### config.mk
export PLATFORM = sky130hd
export DESIGN_NAME = fifo_rd_ctrl
export DESIGN_NICKNAME = d
export VERILOG_FILES = /design/src/rtl/fifo_pkg.sv /design/src/rtl/sync_bit.sv /design/src/rtl/fifo_rd_ctrl.sv
export SDC_FILE = /design/constraint.sdc
export NUM_CORES = 1
export LEC_CHECK = 0
export BUFFER_PORTS_ARGS = -buffer_cell sky130_fd_sc_hd__buf_4
export CORE_MARGIN = 1
export CORE_UTILIZATION = 45
export DETAILED_ROUTE_END_ITERATION = 10
export PLACE_DENSITY_LB_ADDON = 0.05
export SLEW_MARGIN = 20
export SYNTH_ARGS = -nofsm -noshare
export SYNTH_HDL_FRONTEND = slang
export SYNTH_HIERARCHICAL = 1
export SYNTH_SLANG_ARGS = --single-unit
### constraint.sdc
create_clock -name rclk -period 1.5 [get_ports rclk]
set_input_delay 0.075 -clock rclk [delete_from_list [all_inputs] [get_ports rclk]]
set_output_delay 0.075 -clock rclk [all_outputs]
set_load 0.02 [all_outputs]
### src/rtl/fifo_pkg.sv
// Shared definitions for the async-compare FIFO (read side, write side, comparator).
// Latency: n/a (types, constants and a pure function only).
// Backpressure: n/a.
//
// Contents:
//   FIFO_ADDRSIZE / FIFO_DSIZE : default pointer and data widths shared by all FIFO blocks
//   rd_state_t                 : read-side output-stage state
//   bin2gray                   : binary to reflected Gray conversion

package fifo_pkg;

    // Default pointer width (depth = 2**FIFO_ADDRSIZE) and data word width.
    localparam int FIFO_ADDRSIZE = 4;
    localparam int FIFO_DSIZE    = 8;

    // Read output stage:
    //   RD_IDLE : nothing held, nothing in flight
    //   RD_WAIT : RAM read issued last cycle, data arrives on the next edge
    //   RD_FULL : a word is presented to the consumer
    typedef enum logic [1:0] {
        RD_IDLE = 2'd0,
        RD_WAIT = 2'd1,
        RD_FULL = 2'd2
    } rd_state_t;

    // Generic 32-bit Gray conversion; callers truncate to their pointer width.
    // Truncation is safe because the MSBs above the pointer width are zero.
    function automatic logic [31:0] bin2gray(input logic [31:0] bin);
        return bin ^ (bin >> 1);
    endfunction

endpackage

### src/rtl/sync_bit.sv
// Single-bit multi-flop synchronizer into the destination clock domain.
// Latency: STAGES clock edges from a stable input to the output.
// Backpressure: none; samples every cycle.
//
// Ports:
//   clk : destination clock
//   rst : synchronous active-high reset, loads RST_VAL into every stage
//   d   : asynchronous input
//   q   : synchronized output (last stage)
//
// STAGES must be at least 2. RST_VAL lets the same block serve active-low
// status flags on either side of the FIFO (e.g. aempty_n, afull_n).

module sync_bit #(
    parameter int   STAGES  = 2,
    parameter logic RST_VAL = 1'b0
) (
    input  logic clk,
    input  logic rst,
    input  logic d,
    output logic q
);

    logic [STAGES-1:0] stage;

    always_ff @(posedge clk) begin
        if (rst) begin
            stage <= {STAGES{RST_VAL}};
        end else begin
            stage <= {stage[STAGES-2:0], d};
        end
    end

    assign q = stage[STAGES-1];

endmodule

### src/rtl/fifo_rd_ctrl.sv
// Read-side controller of the async-compare FIFO: owns the read pointer and a FWFT output stage.
// Latency: a RAM read issued in cycle t shows up as rvalid/rdata in cycle t+2.
// Backpressure: rready low holds rdata/rvalid stable and blocks further reads.
//
// Ports:
//   rclk      : read-domain clock
//   rrst      : synchronous active-high reset
//   aempty_n  : asynchronous empty from the pointer comparator (active-low, unsynchronized)
//   rptr      : registered Gray read pointer, to the comparator
//   raddr     : binary RAM read address (current read pointer)
//   ren       : RAM read enable (combinational)
//   rdata_mem : RAM read data, valid one cycle after ren
//   rdata     : word presented to the consumer
//   rvalid    : rdata valid
//   rready    : consumer accepts rdata
//   rempty    : synchronized empty status, active-high

module fifo_rd_ctrl
    import fifo_pkg::*;
#(
    parameter int ADDRSIZE    = FIFO_ADDRSIZE,
    parameter int DSIZE       = FIFO_DSIZE,
    parameter int SYNC_STAGES = 2
) (
    input  logic                rclk,
    input  logic                rrst,
    input  logic                aempty_n,
    output logic [ADDRSIZE-1:0] rptr,
    output logic [ADDRSIZE-1:0] raddr,
    output logic                ren,
    input  logic [DSIZE-1:0]    rdata_mem,
    output logic [DSIZE-1:0]    rdata,
    output logic                rvalid,
    input  logic                rready,
    output logic                rempty
);

    // The holdoff window must span the comparator reacting to the new rptr plus
    // the synchronizer depth, so a not-empty that predates the last pop is never
    // trusted. Reloaded to SYNC_STAGES+1 and counted down to zero.
    localparam int HOLD_W = $clog2(SYNC_STAGES + 2);
    localparam logic [HOLD_W-1:0] HOLD_RELOAD = HOLD_W'(SYNC_STAGES + 1);

    // ------------------------------------------------------------------
    // Empty flag synchronizer (reset value 0 => rempty=1 out of reset)
    // ------------------------------------------------------------------
    logic aempty_n_sync;

    sync_bit #(
        .STAGES  (SYNC_STAGES),
        .RST_VAL (1'b0)
    ) u_empty_sync (
        .clk (rclk),
        .rst (rrst),
        .d   (aempty_n),
        .q   (aempty_n_sync)
    );

    assign rempty = ~aempty_n_sync;

    // ------------------------------------------------------------------
    // State
    // ------------------------------------------------------------------
    rd_state_t           state;
    rd_state_t           state_nxt;
    logic [ADDRSIZE-1:0] rbin;
    logic [ADDRSIZE-1:0] rbin_nxt;
    logic [ADDRSIZE-1:0] rgray_nxt;
    logic [HOLD_W-1:0]   holdoff;
    logic                can_read;
    logic                load_word;
    logic                drop_word;

    // Pointer arithmetic. The binary pointer wraps naturally at 2**ADDRSIZE,
    // and the Gray image of the wrapped value keeps the one-bit-change property
    // across the all-ones -> zero transition.
    assign rbin_nxt  = rbin + 1'b1;
    assign rgray_nxt = ADDRSIZE'(bin2gray(32'(rbin_nxt)));

    assign raddr = rbin;
    assign ren   = can_read;

    // ------------------------------------------------------------------
    // Next state / read decision
    // ------------------------------------------------------------------
    always_comb begin
        state_nxt = state;
        can_read  = 1'b0;
        load_word = 1'b0;
        drop_word = 1'b0;

        // A read is allowed when the stage is free, or is being emptied this
        // cycle by the consumer, and the empty status is trustworthy.
        if (!rempty && (holdoff == '0)) begin
            if (state == RD_IDLE) begin
                can_read = 1'b1;
            end else if ((state == RD_FULL) && rready) begin
                can_read = 1'b1;
            end
        end

        case (state)
            RD_IDLE: begin
                if (can_read) begin
                    state_nxt = RD_WAIT;
                end
            end
            RD_WAIT: begin
                // RAM data for the read issued last cycle is on rdata_mem now.
                load_word = 1'b1;
                state_nxt = RD_FULL;
            end
            RD_FULL: begin
                if (rready) begin
                    drop_word = 1'b1;
                    state_nxt = can_read ? RD_WAIT : RD_IDLE;
                end
            end
            default: begin
                state_nxt = RD_IDLE;
            end
        endcase
    end

    // ------------------------------------------------------------------
    // Registers
    // ------------------------------------------------------------------
    always_ff @(posedge rclk) begin
        if (rrst) begin
            state   <= RD_IDLE;
            rbin    <= '0;
            rptr    <= '0;
            holdoff <= '0;
            rdata   <= '0;
            rvalid  <= 1'b0;
        end else begin
            state <= state_nxt;

            // Pointer advance happens only on a RAM read.
            if (can_read) begin
                rbin    <= rbin_nxt;
                rptr    <= rgray_nxt;
                holdoff <= HOLD_RELOAD;
            end else if (holdoff != '0) begin
                holdoff <= holdoff - 1'b1;
            end

            // Output stage: load wins over drop; both never occur together
            // because they belong to different states.
            if (load_word) begin
                rdata  <= rdata_mem;
                rvalid <= 1'b1;
            end else if (drop_word) begin
                rvalid <= 1'b0;
            end
        end
    end

endmodule

=== After elaboration in Yosys (flattened, before gate mapping) ===
Index checks and enable logic that the tools add are counted.

* $add $sub $neg: 2
* Bitwise gates (word level): 2
* Eq/ne operators: 4
* Multiplexer cells: 14
* Reductions and logical operators: 8

{| class="wikitable"
|+ Operators with widths
! cell !! number
|-
| 2-to-1 mux 1 bit || 9
|-
| 2-to-1 mux 2 bit || 4
|-
| case mux 2 bit (3 select lines) || 1
|-
| nonzero test 2 bit || 3
|-
| adder 4 x 1 -> 4 bit, second input constant || 1
|-
| zero test 2 bit || 2
|-
| inequality test 2 bit, second input constant || 2
|-
| bitwise XOR 4 x 3 -> 4 bit || 1
|-
| == test 2 x 1 -> 1 bit, second input constant || 1
|-
| == test 2 bit, second input constant || 1
|-
| logical AND 1 bit || 2
|-
| AND reduction 2 bit || 1
|-
| subtractor 2 x 1 -> 2 bit, second input constant || 1
|-
| inverter 1 bit || 1
|}

* Bits in registers: 23
* Logic and storage cells: 37
* Input port bits: 12
* Output and inout bits: 19

=== Depth between registers and ports, before layout ===
* Depth after elaboration: 8
* Mapped depth: 6
* Mapped depth without buffers: 6

=== Hierarchy ===
Netlist, hierarchy kept.

{| class="wikitable"
|+ By module, submodules not included
! module !! cells an instance !! times used !! sequential area each (µm²) !! area an instance (µm²)
|-
| fifo_rd_ctrl || 102 || 1 || 400.4 || 868.3
|-
| sync_bit || 4 || 1 || 40.0 || 52.6
|}

=== Least setup slack after synthesis ===
No wires, ideal clock.

* Path type: reg2reg
* From: register holdoff[0]
* To: register rbin[2], in the netlist raddr[2]
* Slack: 0.085 ns
* Clock period less this slack: 1.415 ns
* Cell stages (with the launch flop): 7
* Arrival time: 1.299 ns
* Library setup time: 0.116 ns
* Buffers on the path: 0
* Required time: 1.384 ns
* Cell sequence: dfxtp_1 inv_1 ha_1 and3b_1 nand2_1 inv_1 a31o_2

* Word-level cells in the longest chain between the ends: 3

{| class="wikitable"
|+ RTL lines
! what !! RTL line !! text
|-
| from (decl) || fifo_rd_ctrl.sv:69 || <nowiki>logic [HOLD_W-1:0] holdoff;</nowiki>
|-
| from (signal assigned) || fifo_rd_ctrl.sv:145 || <nowiki>holdoff <= holdoff - 1'b1;</nowiki>
|-
| zero test 2 bit || fifo_rd_ctrl.sv:94 || <nowiki>if (!rempty && (holdoff == '0)) begin</nowiki>
|-
| logical AND 1 bit || fifo_rd_ctrl.sv:94 ||
|-
| 2-to-1 mux 1 bit || fifo_rd_ctrl.sv:94 ||
|-
| net ren || fifo_rd_ctrl.sv:30 || <nowiki>output logic ren,</nowiki>
|-
| to (signal assigned) || fifo_rd_ctrl.sv:141 || <nowiki>rbin <= rbin_nxt;</nowiki>
|-
| to (decl) || fifo_rd_ctrl.sv:66 || <nowiki>logic [ADDRSIZE-1:0] rbin;</nowiki>
|}

The timed path passes the listed nets, and every way through them passes these cells.
A chain may end at the register's enable or synchronous reset.

=== Worst setup path in the final report ===
* From: register holdoff[0]
* To: output ren

* Word-level cells in the longest chain between the ends: 3

{| class="wikitable"
|+ RTL lines
! what !! RTL line
|-
| zero test 2 bit || fifo_rd_ctrl.sv:94
|-
| logical AND 1 bit || fifo_rd_ctrl.sv:94
|-
| 2-to-1 mux 1 bit || fifo_rd_ctrl.sv:94
|-
| to (decl) || fifo_rd_ctrl.sv:30
|}

Every way passes these cells.

==> run metrics <==
H-tree depth 1; Combinational Power Share 0.286; P_sw 0.000400 W; TritonCTS clock tree built; Starting Density 0.506; crit path max fanout 4; most common cell after layout, fill and taps aside buf_4; post-route insts no fill 169; CP top delay family flip-flops; CTS Root Cell clkbuf_4; highest-delay cell along the critical path dfxtp_2; Mapped Cells 106; PD cells 1080 mW/mm²; Setup CP Type reg -> out; register area roughly 440 µm²; placer's final routability congestion estimate 0.743; Mapped Avg Cell Area 8.69 µm²; Final Max Tran Viols 0; die width 47.2 µm; synthesis-stage register bit count 22; clock slew at reported path FFs 0.12 ns; synthesis warning total 6; sequential area share after synthesis 0.478; gr usage total 0.189; Antenna Nets Post-Route 0; PortBufs 30; DR vias 822; drt drc 0; Place WS 0.0502 ns; # setup viols final 0; fillers 156; wire per inst approximately 12 µm; Synth cell types 26; Worst slew margin 0.720; clock latency at the later pin of the worst-skew pair about 0.30 ns; die height 47.2 µm; PnR worst setup slack 0.0789 ns; CP Buf/Inv Count 3; # placed instances 157; fin crit period 1.42 ns; total CTS buffers 3; layout cells sized above 1 0.333; critical path data arrival time between 1 and 1.5 ns; area occupied by multi-input gates roughly 450 µm²; row count 15; WL final around 2000 µm; antenna violations before repair 0; skew final 0.00244 ns; Pre-antenna DRT Iters 2; Adder-Cell Fraction of Synth Area 0.0272; fmax 704 MHz; Clock Power Share 0.230; core region area 0.00182 mm²; first-pass GRT wire length approximately 2800 µm; Setup crit end kind output port; Hold WC Path Type in -> reg; setup TNS 0 ns; ANT cells 0; peak supply drop 1050 µV; final critical-path share of the clock period 0.947; Post-Synth Simple-Gate Area 0.212; crit-path cells inv_2, ha_4, and3b_2, nand2_2, inv_2, buf_6; xor and xnor fraction of the mapped netlist area 0.0571; Post-layout nets about 160; first-iteration detailed-routing DRC count 11; Switching Share 0.286; Setup crit start kind flip-flop; Mapped Nets 120; total gr overflow 0; outcome complete, no violations; vias per std cell 4.86; Area Growth Syn to Fin 40.5%; vias in the first global route 662; largest family of logic cells by synthesized area simple AND/OR/NAND/NOR gates; Seq pwr share 0.484; post-synthesis compound-gate area fraction 0.173; Hold Vio Cnt, Final 0; HPWL after DPL 1390 µm; mapped cell area 921 µm²; CTS Sinks 22; CP dominant cell by count inv_2; slowest stage delay, CP 0.36 ns; largest net degree at the start of global routing 24; Worst-Margin Slew 0.419 ns; Leak 0.562 nW; boundary pin count 31; Pint ~0.0010 W; Worst EP required 1.42 ns; Clock Path Buffers 2; most frequent cells in the layout buf_4 (33), dfxtp_1 (20), nand2_1 (16), a21oi_1 (13); die footprint 0.00223 mm²; mux share of post-synthesis cell area 0; Max-Cap Viols 0
## repair_timing
item / CTS / global route
buffers inserted: 1 / 2
endpoints found under the hold margin: 0 / 5
setup endpoints to repair: 1 / 1
resized for setup: 7 / 3
pin swaps: 0 / 1
hold buffers: 0 / 5
## registers in the layout, summed over array words and instances, names as in the netlist
| register | flops |
|---|---|
| rvalid | 1 |
| u_empty_sync/stage | 2 |
| raddr | 3 |
| state | 2 |
| rdata | 8 |
| holdoff | 2 |
| rptr | 4 |
## logic make-up (layout without fill, tap and decap cells)
family | Yosys count | count (layout)
and+or+nand+nor | 37 | 37
buffers and inverters | 12 | 50
xor gates and xnor gates | 6 | 6
DFF | 22 | 22
adders and majority gates | 2 | 2
AOI/OAI and AO/OA | 27 | 27
## layout make-up
class / count / area share
Inverter: 7 / 0.0203
Sequential cell: 22 / 0.342
Timing Repair Buffer: 39 / 0.239
Tap cell: 25 / 0.0242
Clock buffer: 4 / 0.0280
Multi-Input combinational cell: 72 / 0.346
## power groups by stage
stage / clock network [W] / logic (W) / registers (W)
final: 0.000321 / 0.000401 / 0.000678
after floorplan: 0 / 0.000198 / 0.000691
after global placement: 0 / 0.000292 / 0.000676
after global routing: 0.000358 / 0.000435 / 0.000683
after CTS: 0.000328 / 0.000358 / 0.000674
after detailed placement: 0 / 0.000304 / 0.000681
## metrics by stage
step	power, W	util	instance area [µm²]	hold slack [ns]
2_1_floorplan	0.000889	-	921	0.147
3_5_place_dp	0.000985	0.638	1160	0.319
5_1_grt	0.00148	0.711	1290	0.00594
6_report	0.00140	0.711	1290	0.00897
3_3_place_gp	0.000968	0.638	1160	0.295
4_1_cts	0.00136	0.673	1220	0.0000625
## layer usage
metal / track usage / wire length, µm
met1: 0.259 / 921
met2: 0.279 / 988
met3: 0.0462 / 52
met4: 0.0857 / 15
met5: 0 / 0
## synthesized netlist by cell type
cell type / number / area [µm²]
a31o_2: 1 / 8.76
nor2_1: 3 / 11.3
a211oi_1: 1 / 7.51
or4_1: 1 / 7.51
o21a_1: 1 / 7.51
buf_4: 1 / 7.51
inv_1: 7 / 26.3
a21oi_1: 13 / 65.1
nand2_1: 17 / 63.8
o21ai_0: 5 / 25.0
nand2b_1: 4 / 25.0
nor2b_1: 5 / 31.3
xor2_1: 3 / 26.3
ha_1: 2 / 25.0
xnor2_1: 3 / 26.3
a311oi_1: 1 / 8.76
nand3b_4: 1 / 20.0
or3_1: 2 / 12.5
a221oi_1: 1 / 8.76
a21boi_0: 1 / 7.51
o22ai_1: 2 / 12.5
dfxtp_1: 22 / 440
and3b_1: 1 / 8.76
nand3_1: 3 / 15.0
o31ai_1: 1 / 7.51
clkbuf_1: 4 / 15.0
## final timing paths
path,startpoint,endpoint,slack (ns),cells after the start
min,rdata_mem[2],rdata[2]$_SDFFE_PP0P_,0.009,3
max,holdoff[0]$_SDFFE_PP0P_,ren,0.08,6
max reg2reg,holdoff[0]$_SDFFE_PP0P_,raddr[2]$_SDFFE_PP0P_,0.12,6
min reg2reg,rdata[5]$_SDFFE_PP0P_,rdata[5]$_SDFFE_PP0P_,0.46,2
## tightest hold or removal path: stages
cell and delay [ns]:
buf_4 0.11, nand2_1 0.04, a21oi_1 0.05
(Power assumes the default switching activity.)
